$ cat config.mk
export PLATFORM = sky130hd
export DESIGN_NAME = lpf_channel_scheduler
export DESIGN_NICKNAME = d
export VERILOG_FILES = /design/src/rtl/lpf_pkg.sv /design/src/rtl/lpf_sat_shift.sv /design/src/rtl/lpf_channel_scheduler.sv
export SDC_FILE = /design/constraint.sdc
export NUM_CORES = 1
export LEC_CHECK = 0
export ABC_AREA = 0
export BUFFER_PORTS_ARGS = -buffer_cell sky130_fd_sc_hd__buf_2
export CAP_MARGIN = 20
export CORE_AREA = 2 2 178 180
export CTS_CLUSTER_SIZE = 14
export DETAILED_ROUTE_END_ITERATION = 10
export DIE_AREA = 0 0 180 182
export PLACE_DENSITY = 0.55
export SETUP_SLACK_MARGIN = 0.3
export SKIP_LAST_GASP = 1
export SLEW_MARGIN = 20
export SYNTH_ARGS = -nofsm -noshare
export SYNTH_HDL_FRONTEND = slang
export SYNTH_SLANG_ARGS = --single-unit
$ cat constraint.sdc
create_clock -name clkIn -period 9 [get_ports clkIn]
set_input_delay 0.9 -clock clkIn [delete_from_list [all_inputs] [get_ports clkIn]]
set_output_delay 0.9 -clock clkIn [all_outputs]
set_load 0.02 [all_outputs]
$ cat src/rtl/lpf_pkg.sv
// Shared constants and types for the multi-channel leaky-integrator scheduler.
package lpf_pkg;

    localparam int LPF_NUM_CH        = 4;
    localparam int LPF_IN_WIDTH      = 16;
    localparam int LPF_OUT_WIDTH     = 16;
    localparam int LPF_MAX_SHIFT     = 15;
    localparam int LPF_ACC_W         = LPF_IN_WIDTH + LPF_MAX_SHIFT + 1;
    localparam int LPF_OUT_SHIFT     = 8;
    localparam int LPF_MAX_OUT       = 32767;
    localparam int LPF_MIN_OUT       = -32768;
    localparam int LPF_DEFAULT_SHIFT = 4;
    localparam int LPF_SHIFT_W       = 4;
    localparam int LPF_CH_W          = $clog2(LPF_NUM_CH);

    typedef logic [LPF_CH_W-1:0] ch_idx_t;

    // Limit a requested decay shift to the largest value the accumulator can absorb.
    function automatic logic [LPF_SHIFT_W-1:0] cap_shift(input logic [LPF_SHIFT_W-1:0] req,
                                                          input int maxShift);
        if (int'(req) > maxShift) begin
            return LPF_SHIFT_W'(maxShift);
        end
        return req;
    endfunction

endpackage

$ cat src/rtl/lpf_sat_shift.sv
// Accumulator-to-output scaling: arithmetic right shift followed by a symmetric clamp.
module lpf_sat_shift
    import lpf_pkg::*;
#(
    parameter int ACC_W   = LPF_ACC_W,
    parameter int OUT_W   = LPF_OUT_WIDTH,
    parameter int SHIFT   = LPF_OUT_SHIFT,
    parameter int MAX_OUT = LPF_MAX_OUT,
    parameter int MIN_OUT = LPF_MIN_OUT
) (
    input  logic signed [ACC_W-1:0] acc,
    output logic signed [OUT_W-1:0] sat
);

    localparam logic signed [ACC_W-1:0] HI = ACC_W'(MAX_OUT);
    localparam logic signed [ACC_W-1:0] LO = ACC_W'(MIN_OUT);

    logic signed [ACC_W-1:0] shifted;

    // Shift first so the clamp limits are expressed in output units.
    always_comb begin
        shifted = acc >>> SHIFT;
        if (shifted > HI) begin
            sat = OUT_W'(HI);
        end else if (shifted < LO) begin
            sat = OUT_W'(LO);
        end else begin
            sat = OUT_W'(shifted);
        end
    end

endmodule

$ cat src/rtl/lpf_channel_scheduler.sv
// Round-robin scheduler feeding NUM_CH requesters through one shared leaky integrator.
// Each accepted sample updates that channel's accumulator; the scaled, clamped result
// is presented one cycle later with its channel index.
module lpf_channel_scheduler
    import lpf_pkg::*;
#(
    parameter int NUM_CH        = LPF_NUM_CH,
    parameter int IN_WIDTH      = LPF_IN_WIDTH,
    parameter int OUT_WIDTH     = LPF_OUT_WIDTH,
    parameter int MAX_SHIFT     = LPF_MAX_SHIFT,
    parameter int OUT_SHIFT     = LPF_OUT_SHIFT,
    parameter int MAX_OUT       = LPF_MAX_OUT,
    parameter int MIN_OUT       = LPF_MIN_OUT,
    parameter int DEFAULT_SHIFT = LPF_DEFAULT_SHIFT,
    localparam int CH_W         = $clog2(NUM_CH)
) (
    input  logic                        clkIn,
    input  logic                        resetN,
    input  logic [NUM_CH-1:0]           inValid,
    input  logic [NUM_CH*IN_WIDTH-1:0]  inData,
    output logic [NUM_CH-1:0]           inReady,
    input  logic                        cfgWe,
    input  logic [CH_W-1:0]             cfgChannel,
    input  logic [LPF_SHIFT_W-1:0]      cfgShift,
    input  logic                        cfgClear,
    output logic                        outValid,
    output logic [CH_W-1:0]             outChannel,
    output logic signed [OUT_WIDTH-1:0] outData
);

    localparam int ACC_W = IN_WIDTH + MAX_SHIFT + 1;

    logic signed [ACC_W-1:0]    acc [NUM_CH];
    logic [LPF_SHIFT_W-1:0]     shift [NUM_CH];
    logic [CH_W-1:0]            lastGrant;

    logic [NUM_CH-1:0]          clearMask;
    logic [NUM_CH-1:0]          eligible;
    logic [NUM_CH-1:0]          grant;
    logic [CH_W-1:0]            grantIdx;
    logic [CH_W-1:0]            probe;
    logic                       grantFound;

    logic signed [IN_WIDTH-1:0] sample;
    logic signed [ACC_W-1:0]    accCur;
    logic signed [ACC_W-1:0]    accNext;
    logic signed [OUT_WIDTH-1:0] satData;
    logic [LPF_SHIFT_W-1:0]     shiftCapped;

    // Round-robin grant; a channel being cleared this cycle is skipped so the
    // clear and an update never collide on the same accumulator.
    always_comb begin
        clearMask = '0;
        if (cfgWe && cfgClear) begin
            clearMask[cfgChannel] = 1'b1;
        end
        eligible   = inValid & ~clearMask & {NUM_CH{resetN}};
        grant      = '0;
        grantIdx   = '0;
        grantFound = 1'b0;
        probe      = '0;
        for (int k = 1; k <= NUM_CH; k++) begin
            probe = CH_W'((int'(lastGrant) + k) % NUM_CH);
            if (!grantFound && eligible[probe]) begin
                grantFound      = 1'b1;
                grant[probe]    = 1'b1;
                grantIdx        = probe;
            end
        end
    end

    assign inReady = grant;

    // Leaky-integrator step for the granted channel: acc + x - acc/2^shift.
    always_comb begin
        accCur  = acc[grantIdx];
        sample  = inData[int'(grantIdx)*IN_WIDTH +: IN_WIDTH];
        accNext = accCur + ACC_W'(sample) - (accCur >>> shift[grantIdx]);
    end

    assign shiftCapped = cap_shift(cfgShift, MAX_SHIFT);

    lpf_sat_shift #(
        .ACC_W   (ACC_W),
        .OUT_W   (OUT_WIDTH),
        .SHIFT   (OUT_SHIFT),
        .MAX_OUT (MAX_OUT),
        .MIN_OUT (MIN_OUT)
    ) u_sat (
        .acc (accNext),
        .sat (satData)
    );

    // Per-channel state: config writes and clears, plus the single accumulator update.
    always_ff @(posedge clkIn or negedge resetN) begin
        if (!resetN) begin
            for (int i = 0; i < NUM_CH; i++) begin
                acc[i]   <= '0;
                shift[i] <= LPF_SHIFT_W'(DEFAULT_SHIFT);
            end
        end else begin
            for (int i = 0; i < NUM_CH; i++) begin
                if (cfgWe && int'(cfgChannel) == i) begin
                    shift[i] <= shiftCapped;
                end
                if (cfgWe && cfgClear && int'(cfgChannel) == i) begin
                    acc[i] <= '0;
                end else if (grantFound && int'(grantIdx) == i) begin
                    acc[i] <= accNext;
                end
            end
        end
    end

    // Arbiter pointer and registered result strobe; data and channel hold when idle.
    always_ff @(posedge clkIn or negedge resetN) begin
        if (!resetN) begin
            lastGrant  <= CH_W'(NUM_CH - 1);
            outValid   <= 1'b0;
            outChannel <= '0;
            outData    <= '0;
        end else begin
            outValid <= grantFound;
            if (grantFound) begin
                lastGrant  <= grantIdx;
                outChannel <= grantIdx;
                outData    <= satData;
            end
        end
    end

endmodule

# [Word level (Yosys, flattened, before mapping)]
# Index checks and enable logic that the tools add are counted.
[op_classes] reduce_logical=30 order_cmp=13 bitwise=7 shifts=2 mux=47 add_sub_neg=6 n_eq_ne=6
[ops] cell="2-to-1 mux 32 bit" count=10
[ops] cell="binary-select mux 32 bit (select 2 bit)" count=1
[ops] cell="indexed part select 64 x 7 -> 16 bit" count=1
[ops] cell="adder 32 x 16 -> 32 bit" count=1
[ops] cell="2-to-1 mux 16 bit" count=2
[ops] cell=">>> shifter 32 x 4 -> 32 bit" count=1
[ops] cell="subtractor 32 bit" count=1
[ops] cell="2-to-1 mux 4 bit" count=7
[ops] cell="greater-than comparator 24 x 16 -> 1 bit, second input constant" count=1
[ops] cell="< comparator 24 x 16 -> 1 bit, second input constant" count=1
[ops] cell="logical AND 1 bit" count=21
[ops] cell="< comparator 2 x 3 -> 1 bit, second input constant" count=5
[ops] cell="2-to-1 mux 1 bit" count=13
[ops] cell="OR 4 bit" count=3
[ops] cell="demux 1 bit (select 2 bit)" count=5
[ops] cell=">= comparator 2 x 1 -> 1 bit, second input constant" count=5
[ops] cell="bitwise AND 4 bit" count=2
[ops] cell="binary-select mux 1 bit (select 2 bit)" count=4
[ops] cell="binary-select mux 4 bit (select 2 bit)" count=1
[ops] cell="== test 2 bit, second input constant" count=4
[ops] cell="2-to-1 mux 2 bit" count=4
[ops] cell="nonzero test 2 bit" count=4
[ops] cell="adder 2 x 1 -> 2 bit, second input constant" count=2
[ops] cell="adder 2 bit, second input constant" count=2
[ops] cell="6 further kinds" count=10
[totals] word_cells=123 regBits=165 in_bits=78 out_inout_bits=23

# [Longest topological paths before layout]
# Gate-level depths: netlist of run 1.
[logic_depth] ltp_word=29 depth_mapped=33 mapped_depth_nobuf=28

# [Modules after synthesis]
# From an unflattened synthesis of run 1, not the netlist that was laid out.
[unflattened] cells_unflattened=1144 area_unflattened_um2=12085.3
[modules_own_cells] mod="lpf_channel_scheduler" n_inst=1 area_each_um2=11771.3 seq_area_each_um2=4136.5 cells_each=1101
[modules_own_cells] mod="lpf_sat_shift" n_inst=1 area_each_um2=314.1 seq_area_each_um2=0.0 cells_each=43

# [Least setup slack after synthesis of run 1]
# Ideal clock, no wire load.
[synth_path] path_type="register -> register" start="register lastGrant[0]" end="register outData[13]" setup_ps=129 synth_period_minus_slack_ps=7526 stages_incl_launch_ff=30 t_required_ps=8871 path_buffers=4 arrival_time_ps=7397 setup_slack_ps=1474 cell_sequence="dfstp_2 > buf_2 > inv_2 > ha_1 > inv_1 > or3_1 > nand3_1 > a211oi_2 > o31ai_4 > buf_2 > mux2i_1 > buf_2 > mux2i_1 > mux2i_1 > mux2_1 > fa_1 > inv_1 > ha_1 > and3_1 > nand4_1 > nor2_1 > o2111ai_1 > a211o_1 > nand3_1 > o311ai_1 > a2111oi_0 > or4b_1 > o32ai_2 > buf_2 > o22ai_1"
[synth_between] elab_chain_len=22 elab_cells_between_ends=41 classes_between="add/sub: 6; order compare: 2; shift: 2; mux: 24; bitwise: 1; reduce/logical: 6"
[synth_lines] item="start: declaration" line="lpf_channel_scheduler.sv:35" rtl="logic [CH_W-1:0] lastGrant;"
[synth_lines] item="start signal: assignment" line="lpf_channel_scheduler.sv:118" rtl="lastGrant <= CH_W'(NUM_CH - 1);"
[synth_lines] item="start signal: assignment" line="lpf_channel_scheduler.sv:125" rtl="lastGrant <= grantIdx;"
[synth_lines] item="branches (longest 22 deep; another with adder 2 x 1 -> 2 bit)"
[synth_lines] item="end signal: assignment" line="lpf_channel_scheduler.sv:127" rtl="outData <= satData;"
[synth_lines] item="end: declaration" line="lpf_channel_scheduler.sv:28" rtl="output logic signed [OUT_WIDTH-1:0] outData"
# Several ways; the timed one is not identified. The select of a mux whose other input is x is not followed.
# A chain may end at the register's enable or synchronous reset.

# [Final worst setup path of run 1]
[layout_path] start="register lastGrant[0]" end="register outData[3]"
# Same word-level chain as after synthesis.

==> summary.txt, run 1 <==
HP Class -> register to register
number of I/O pins -> 101
Die H -> 182 um
die area -> 0.03276 sq mm
Post-synth EDFFs -> 0
Peak Freq -> 120.5 MHz
Starting Density -> 39.18%
unrepaired setup endpoints after global routing -> no
Least-Margin Pin Slew -> 897.6 ps
area leader, netlist -> dfrtp_1
fin nets -> 1450
GRT Util Overall -> 21.08%
Pre-antenna DRT Iters -> 5
Final Max Slew Viols -> 0
fin crit share -> 92.19%
Clock Skews -> 13.64 ps
setup TNS -> 0 ps
Max Cap Viol -> 0
CTS tree -> yes
Yosys top cell area share -> 32.77%
largest net degree at the start of global routing -> 79
CTS Buffer Depth -> 2
DR WL/cell -> 20.34 um
global-route wire length before repair -> 54890 um
clock root buffer -> clkbuf_16
share of cells above drive strength 1 -> 20.03%
ANT cells -> 0
synth top area cells -> dfrtp_1, mux2i_1, a22o_1
drc violations -> 0
CTS sink cnt -> 165
CTS clk-pin slew, worst paths -> 70 ps
slowest cell on the critical path -> dfstp_4
row cnt -> 65
startpoint types -> register
antenna violations before repair -> 0
Core Region -> 0.03099 sq mm
H-tree depth reported by CTS -> 4
Setup violations, final -> 0
width of the die -> 180 um
ys async rst share -> 100.0%
total grt overflow -> 0
Inserted Clock Buffers -> 17
Synthesis Warnings -> 0
Clock Latency Late Sink -> 440 ps
vias in the first global route -> 9498
register area share after synthesis -> 34.07%
GPL Wtd Cong -> 0.9000
First DRT Iteration DRCs -> 662
Relative slew margins -> 40.16%
Setup CP Type -> register to register
CP required -> 9300 ps
port bufs -> 100
final hold viol count -> 0
post-synthesis register bit count -> 165
P&R area growth vs syn -> 13.22%
Synth cell types -> 73
mean post-synth cell area -> 9.936 sq um
syn_nets -> 1371
Avg Vias per Cell -> 5.778
Most Frequent Cell on Critical Path -> mux2i_1
cells after synthesis -> 1222
CP max stage delay -> 730 ps
Worst setup EP type -> register
HPWL after DPL -> 24910 um
worst-path maximum fanout -> 42
Tmin final -> 8297 ps
DRT Wirelength -> 34890 um
Synth Cell Area -> 0.01214 sq mm
via count -> 9909
predominant post-synthesis flop cell -> dfrtp_1
ANT nets after route -> 0
status -> finished clean
Data arrival, critical path -> 8600 ps
[flip-flops by register name (all words and copies together), names as in the netlist]
name / flops
shift: 16
acc: 128
outValid: 1
outChannel: 2
outData: 16
lastGrant: 2
[per-layer routing]
layer | share of wire (%) | routed length [um] | track usage, % | vias up
met5 | 0 | 0 | 0 | -
met4 | 1.1 | 369 | 4.813 | 0
met3 | 5.0 | 1742 | 2.547 | 32
met2 | 42 | 14810 | 31.14 | 326
met1 | 52 | 17970 | 32.68 | 4925
li1 | - | - | - | 4626
[timing repair]
action	in CTS	in global routing
setup endpoints to repair	0	15
hold buffers	0	0
hold endpoints to repair	0	0
buffers inserted	0	2
gates resized for setup	0	16
[kinds of logic (layout without fill, tap and decap cells)]
logic type | count (synthesis) | after routing | synth area share, %
compound gates | 344 | 344 | 20.71
simple gates | 240 | 240 | 9.048
mux | 228 | 228 | 19.81
flops | 165 | 165 | 34.07
buf+inv | 149 | 240 | 5.266
fa+ha+maj | 71 | 71 | 9.233
xor+xnor | 25 | 25 | 1.865
[synthesized netlist by cell type, types with 4 or more instances]
library cell	n
a21oi_1	31
nor3_1	10
mux2_2	66
xnor2_1	15
mux2i_1	157
o22a_1	4
nand2b_1	5
o21bai_1	8
buf_2	19
o21ai_0	67
o22ai_1	24
a22o_1	116
clkbuf_1	41
a21o_1	25
dfstp_2	6
o21ba_1	4
xor2_1	9
o21ai_1	7
nand4_1	5
inv_1	73
nand2_1	73
a211oi_1	10
a22oi_1	8
dfrtp_1	159
nor2_1	86
o21a_1	8
fa_1	31
buf_4	9
ha_1	40
nand3_1	25
and2_1	8
a31oi_1	7
[area by class of cell]
cell class	instances	area (sq um)
multi-input combinational	908	7411
tap	402	503.0
fill	2933	17240
sequential	165	4140
clock buffer	17	425.4
clock inverter	14	163.9
timing repair buffer	135	825.8
inverter	74	277.8
[path summary, 6_finish.rpt]
check	endpoint	depth (start not counted)	slack, ps	start
setup / recovery	outData[3]	29	700	lastGrant[0]
hold / removal	acc[50]	2	480	acc[50]
setup reg to reg	outData[3]	29	700	lastGrant[0]
hold reg to reg	acc[50]	2	480	acc[50]
max in group asynchronous	acc[65]	3	7170	resetN
min in group asynchronous	shift[0]	2	560	resetN
[metrics by stage]
stage	instances	setup WS (ps)	utilization (%)	hold WS, ps	cell area (sq um)
finish	1715	703.3	44.37	483.9	13750
global route	1715	305.7	44.37	513.2	13750
CTS	1711	421.2	44.07	486.9	13650
detailed placement	1680	248.3	42.16	469.8	13070
global placement	1680	333.6	42.16	460.7	13070
floorplan	1222	1474	-	449.2	12140
[critical path, delay by kind of cell (launching register included)]
| family | cells | cell delay, ps |
|---|---|---|
| compound gates | 12 | 2790 |
| simple gates | 4 | 1210 |
| mux | 4 | 1130 |
| fa+ha+maj | 3 | 1070 |
| flops | 1 | 730 |
| buf+inv | 6 | 1170 |
[cell usage in the layout (no fill, tap or decap), types with 4 or more instances in the layout]
cell type,synthesis,layout
a211oi_1,10,10
a21o_1,25,25
a21oi_1,31,31
a22o_1,116,116
a22oi_1,8,8
a31oi_1,7,7
and2_1,8,8
buf_2,19,99
buf_4,9,27
buf_6,3,6
clkbuf_16,0,18
dfrtp_1,159,159
dfstp_2,6,5
fa_1,31,31
ha_1,40,40
inv_1,73,73
inv_6,0,7
mux2_2,66,62
mux2_4,0,4
mux2i_1,157,156
nand2_1,73,73
nand2b_1,5,5
nand3_1,25,25
nand4_1,5,5
nor2_1,86,81
nor2_2,0,5
nor3_1,10,10
o21a_1,8,7
o21ai_0,67,67
o21ai_1,7,6
o21ba_1,4,4
o21bai_1,8,8
o22a_1,4,4
o22ai_1,24,24
xnor2_1,15,15
xor2_1,9,9
Power of run 1 is left out: the tool's default activity adds up to more than one toggle a clock period on the data nets, which glitch-free logic cannot reach.
==> inputs of run 2 (changes only) <==
--- a/config.mk
+++ b/config.mk
@@ -12,7 +12,7 @@
 export CTS_CLUSTER_SIZE = 14
 export DETAILED_ROUTE_END_ITERATION = 10
 export DIE_AREA = 0 0 180 182
-export PLACE_DENSITY = 0.55
+export PLACE_DENSITY = 0.53
 export SETUP_SLACK_MARGIN = 0.3
 export SKIP_LAST_GASP = 1
 export SLEW_MARGIN = 20
==> run 2 against run 1 <==
  * Sequential share of layout area hardly changed
  * First-iteration DRC count shrank 2.3%
  * Flip-flop and latch count stayed put
  * Clock skew grew 4.3 ps
==> summary.txt, run 2 (synthesized netlist as in run 1, its figures left out) <==
global-route wire length before repair -> 56120 um
drc violations -> 0
register area -> 0.004140 sq mm
CTS Hold Bufs -> 0
CTS sink cnt -> 165
CTS clk-pin slew, worst paths -> 70 ps
Hold Path Origin -> acc[72]
setup TNS -> 0 ps
setup ws final -> 782.7 ps
Final Max Slew Viols -> 0
Setup CP Type -> register to register
Avg Vias per Cell -> 5.768
r2r setup slk -> 780 ps
port bufs -> 100
unrepaired setup endpoints after global routing -> no
most frequent cells in the layout -> dfrtp_1, mux2i_1, a22o_1
pre-CTS setup slack -> 288.4 ps
DR WL/cell -> 20.44 um
Clock Skews -> 17.93 ps
Fill cells -> 2913
R2R cell count -> 29
footprint of the multi-input gates -> 0.007420 sq mm
Worst setup EP type -> register
Least-Margin Pin Slew -> 907.9 ps
fin nets -> 1448
width of the die -> 180 um
r2r endpoint -> outData[3]
Setup violations, final -> 0
die area -> 0.03276 sq mm
Core Region -> 0.03099 sq mm
commonest non-fill, non-tap cell in the layout -> dfrtp_1
final hold viol count -> 0
vias in the first global route -> 9901
startpoint types -> register
CP max stage delay -> 740 ps
hold depth -> 2
Data arrival, critical path -> 8530 ps
clock root buffer -> clkbuf_16
largest net degree at the start of global routing -> 69
HPWL after DPL -> 25080 um
total grt overflow -> 0
largest register by flop count -> acc
First DRT Iteration DRCs -> 647
fin util -> 44.38%
Starting Density -> 39.18%
ANT nets after route -> 0
Die H -> 182 um
worst-path maximum fanout -> 38
row cnt -> 65
slowest cell on the critical path -> dfstp_4
Most Frequent Cell on Critical Path -> mux2i_1
FF-to-FF Start -> lastGrant[0]
H-tree depth reported by CTS -> 4
Hold Path End -> acc[72]
CTS tree -> yes
Clock Latency Late Sink -> 440 ps
antenna violations before repair -> 0
Max Cap Viol -> 0
Relative slew margins -> 39.47%
GRT Util Overall -> 21.53%
Pre-antenna DRT Iters -> 6
ANT cells -> 0
Regs by FF count -> acc (128), outData (16), shift (16)
status -> finished clean
GPL Wtd Cong -> 0.8971
Tmin final -> 8217 ps
max reg flops -> 128
fin crit share -> 91.30%
Inserted Clock Buffers -> 17
HP Class -> register to register
Peak Freq -> 121.7 MHz
via count -> 9887
CP required -> 9310 ps
CTS Buffer Depth -> 2
number of I/O pins -> 101
P&R area growth vs syn -> 13.25%
share of cells above drive strength 1 -> 20.12%
DRT Wirelength -> 35040 um
run 2: worst max path at each step:
| stage | slack (ps) | depth (start not counted) | to | startpoint |
|---|---|---|---|---|
| after floorplan | 1470 | 29 | outData[13] | lastGrant[0] |
| after global placement | 400 | 26 | outData[2] | cfgChannel[1] |
| after detailed placement | 290 | 26 | outData[3] | cfgChannel[1] |
| after CTS | 480 | 27 | outData[3] | lastGrant[0] |
| after global routing | 320 | 29 | outData[2] | lastGrant[0] |
| final | 780 | 29 | outData[3] | lastGrant[0] |
run 2: area by class of cell:
class | instances | area share, %
multi-input cells | 908 | 53.96
flip-flops and latches | 165 | 30.11
clock inverters | 15 | 1.165
repair buffers | 133 | 5.996
clock buffers | 17 | 3.094
well taps | 402 | 3.658
inverters | 74 | 2.020
run 2: metrics by stage:
stage	hold WS, ps	std cells	area [sq um]
6_report	486.1	1714	13750
3_3_place_gp	465.0	1678	13090
3_5_place_dp	470.3	1678	13090
2_1_floorplan	449.2	1222	12140
4_1_cts	486.6	1710	13670
5_1_grt	514.5	1714	13750
run 2: worst max-delay path, delay by kind of cell, from the launching register on:
kind | cells | cell delay, ps
compound gates | 13 | 2850
fa+ha+maj | 3 | 1070
buf+inv | 5 | 890
flops | 1 | 740
mux | 5 | 1190
simple gates | 3 | 1290
run 2: what timing repair did:
item	4_1_cts	5_1_grt
resized for setup	0	9
setup buffers	0	4
endpoints found under the setup margin	0	15
run 2: metal layers:
layer  vias up  wire length, um  GRT usage, %
li1       4637                -             -
met1      4885            17790         32.67
met2       324            14780         31.82
met3        41             1958         3.490
met4         0              513         5.236
met5         -                0             0
Power of run 2 is left out for the same reason.
==> inputs of run 3 (changes only) <==
--- a/config.mk
+++ b/config.mk
@@ -7,12 +7,12 @@
 export LEC_CHECK = 0
 export ABC_AREA = 0
 export BUFFER_PORTS_ARGS = -buffer_cell sky130_fd_sc_hd__buf_2
-export CAP_MARGIN = 20
-export CORE_AREA = 2 2 178 180
+export CORE_AREA = 2 2 250 129
 export CTS_CLUSTER_SIZE = 14
 export DETAILED_ROUTE_END_ITERATION = 10
-export DIE_AREA = 0 0 180 182
-export PLACE_DENSITY = 0.53
+export DIE_AREA = 0 0 252 131
+export PLACE_DENSITY = 0.54
+export RECOVER_POWER = 25
 export SETUP_SLACK_MARGIN = 0.3
 export SKIP_LAST_GASP = 1
 export SLEW_MARGIN = 20
==> run 3 against run 2 <==
  * Core utilization rose by 0.34 points
  * The run now ends with max-capacitance violations, max-slew violations left
  * Global-route usage increased by 2.2 points
  * Die area increased by 0.77%
  * Wire length grew 11%
  * Critical endpoint is now outData[13]
  * Cell count rose by 1.3%
  * Largest cell class unchanged
  * Non-clock buffer count grew 15
==> summary.txt, run 3 (synthesized netlist as in run 1, its figures left out) <==
drc violations -> 0
via count -> 10.10k
clock root buffer -> clkbuf_16
total length of routed met3 wires -> 3925 um
Setup CP Type -> register to register
commonest non-fill, non-tap cell in the layout -> dfrtp_1
Final Max Slew Viols -> 141
fin crit share -> 92.68%
Regs by FF count -> acc (128), outData (16), shift (16)
CTS Buffer Depth -> 2
Clock Skews -> 17.87 ps
CP required -> 9300 ps
share of cells above drive strength 1 -> 19.95%
Relative slew margins -> -158.1%
CTS Hold Bufs -> 0
Most Frequent Cell on Critical Path -> a21oi_1
vias in the first global route -> 9212
port bufs -> 100
Clock Latency Late Sink -> 450 ps
fin nets -> 1464
antenna violations before repair -> 0
CP max stage delay -> 740 ps
setup TNS -> 0 ps
HPWL after DPL -> 28630 um
startpoint types -> register
Core Region -> 0.03096 sq mm
HP Class -> register to register
row cnt -> 46
width of the die -> 252 um
final hold viol count -> 0
Highest Signal Layer -> met4
max reg flops -> 128
slowest cell on the critical path -> dfstp_4
number of I/O pins -> 101
CTS clk-pin slew, worst paths -> 70 ps
total grt overflow -> 0
Data arrival, critical path -> 8640 ps
largest register by flop count -> acc
Avg Vias per Cell -> 5.816
GRT Util Overall -> 23.75%
Inserted Clock Buffers -> 17
Max Cap Viol -> 2
Setup violations, final -> 0
ANT nets after route -> 0
First DRT Iteration DRCs -> 1129
H-tree depth reported by CTS -> 4
Pre-antenna DRT Iters -> 5
WL met2 -> 13320 um
Least-Margin Pin Slew -> 3872 ps
largest net degree at the start of global routing -> 72
Starting Density -> 39.21%
CTS sink cnt -> 165
GPL Wtd Cong -> 0.9397
unrepaired setup endpoints after global routing -> no
M1 WL -> 21330 um
CTS tree -> yes
Die H -> 131 um
global-route wire length before repair -> 58550 um
DR WL/cell -> 22.36 um
Worst setup EP type -> register
worst-path maximum fanout -> 15
status -> complete, but fails checks
Peak Freq -> 119.9 MHz
P&R area growth vs syn -> 14.05%
most frequent cells in the layout -> dfrtp_1, mux2i_1, a22o_1
Tmin final -> 8341 ps
failing checks -> max-capacitance violations, max-slew violations
DRT Wirelength -> 38840 um
die area -> 0.03301 sq mm
## run 3: changes by cell type in the layout (fill, tap and decap cells not counted), sizes merged
cell / change
mux2: +1
inv: -3
clkbuf: +23
bufinv: -1
clkinv: +2
buf: -6
diode: +1
## run 3: per-layer routing
| metal | up-vias | global-route usage [%] |
|---|---|---|
| met5 | - | 0 |
| met4 | 0 | 4.455 |
| met3 | 23 | 7.270 |
| met2 | 420 | 26.95 |
| met1 | 4998 | 40.66 |
| li1 | 4661 | - |
## run 3: layout make-up
class | instances | area, sq um
Inverter | 74 | 277.8
Multi-Input combinational cell | 909 | 7468
Timing Repair Buffer | 148 | 907.1
Clock buffer | 19 | 442.9
Sequential cell | 165 | 4140
Tap cell | 408 | 510.5
Fill cell | 2998 | 17120
Clock inverter | 13 | 97.59
Antenna cell | 1 | 2.502
## run 3: path summary, 6_finish.rpt
| path | slack (ps) | endpoint | start | depth (start not counted) |
|---|---|---|---|---|
| max | 660 | outData[13] | lastGrant[0] | 29 |
| max reg2reg | 660 | outData[13] | lastGrant[0] | 29 |
| min in group asynchronous | 1210 | outData[3] | resetN | 2 |
| min | 480 | outChannel[1] | outChannel[1] | 2 |
| min reg2reg | 480 | outChannel[1] | outChannel[1] | 2 |
| max in group asynchronous | 3430 | shift[7] | resetN | 3 |
## run 3: metrics by stage
stage | instance area, sq um | setup slack (ps) | cells | hold WS [ps] | util, %
after floorplan | 12140 | 1474 | 1222 | 449.2 | -
after global placement | 13160 | 272.9 | 1692 | 457.9 | 42.49
after detailed placement | 13160 | 139.9 | 1692 | 463.0 | 42.49
after CTS | 13700 | 321.9 | 1724 | 481.0 | 44.23
after global routing | 13840 | 341.9 | 1736 | 507.9 | 44.71
final | 13850 | 658.6 | 1737 | 476.5 | 44.72
## run 3: what timing repair did
item | CTS | global route
setup buffers | 0 | 10
resized for setup | 0 | 17
endpoints found under the hold margin | 0 | 0
endpoints found under the setup margin | 0 | 15
## run 3: worst max-delay path, delay by kind of cell (launching register included)
kind                       cells  cell delay (ps)
DFF                            1              740
muxes                          4             1210
and+or+nand+nor                5             1480
buffers and inverters          5              840
AOI/OAI and AO/OA             12             2760
adders and majority gates      3             1130
Power of run 3 is left out for the same reason.
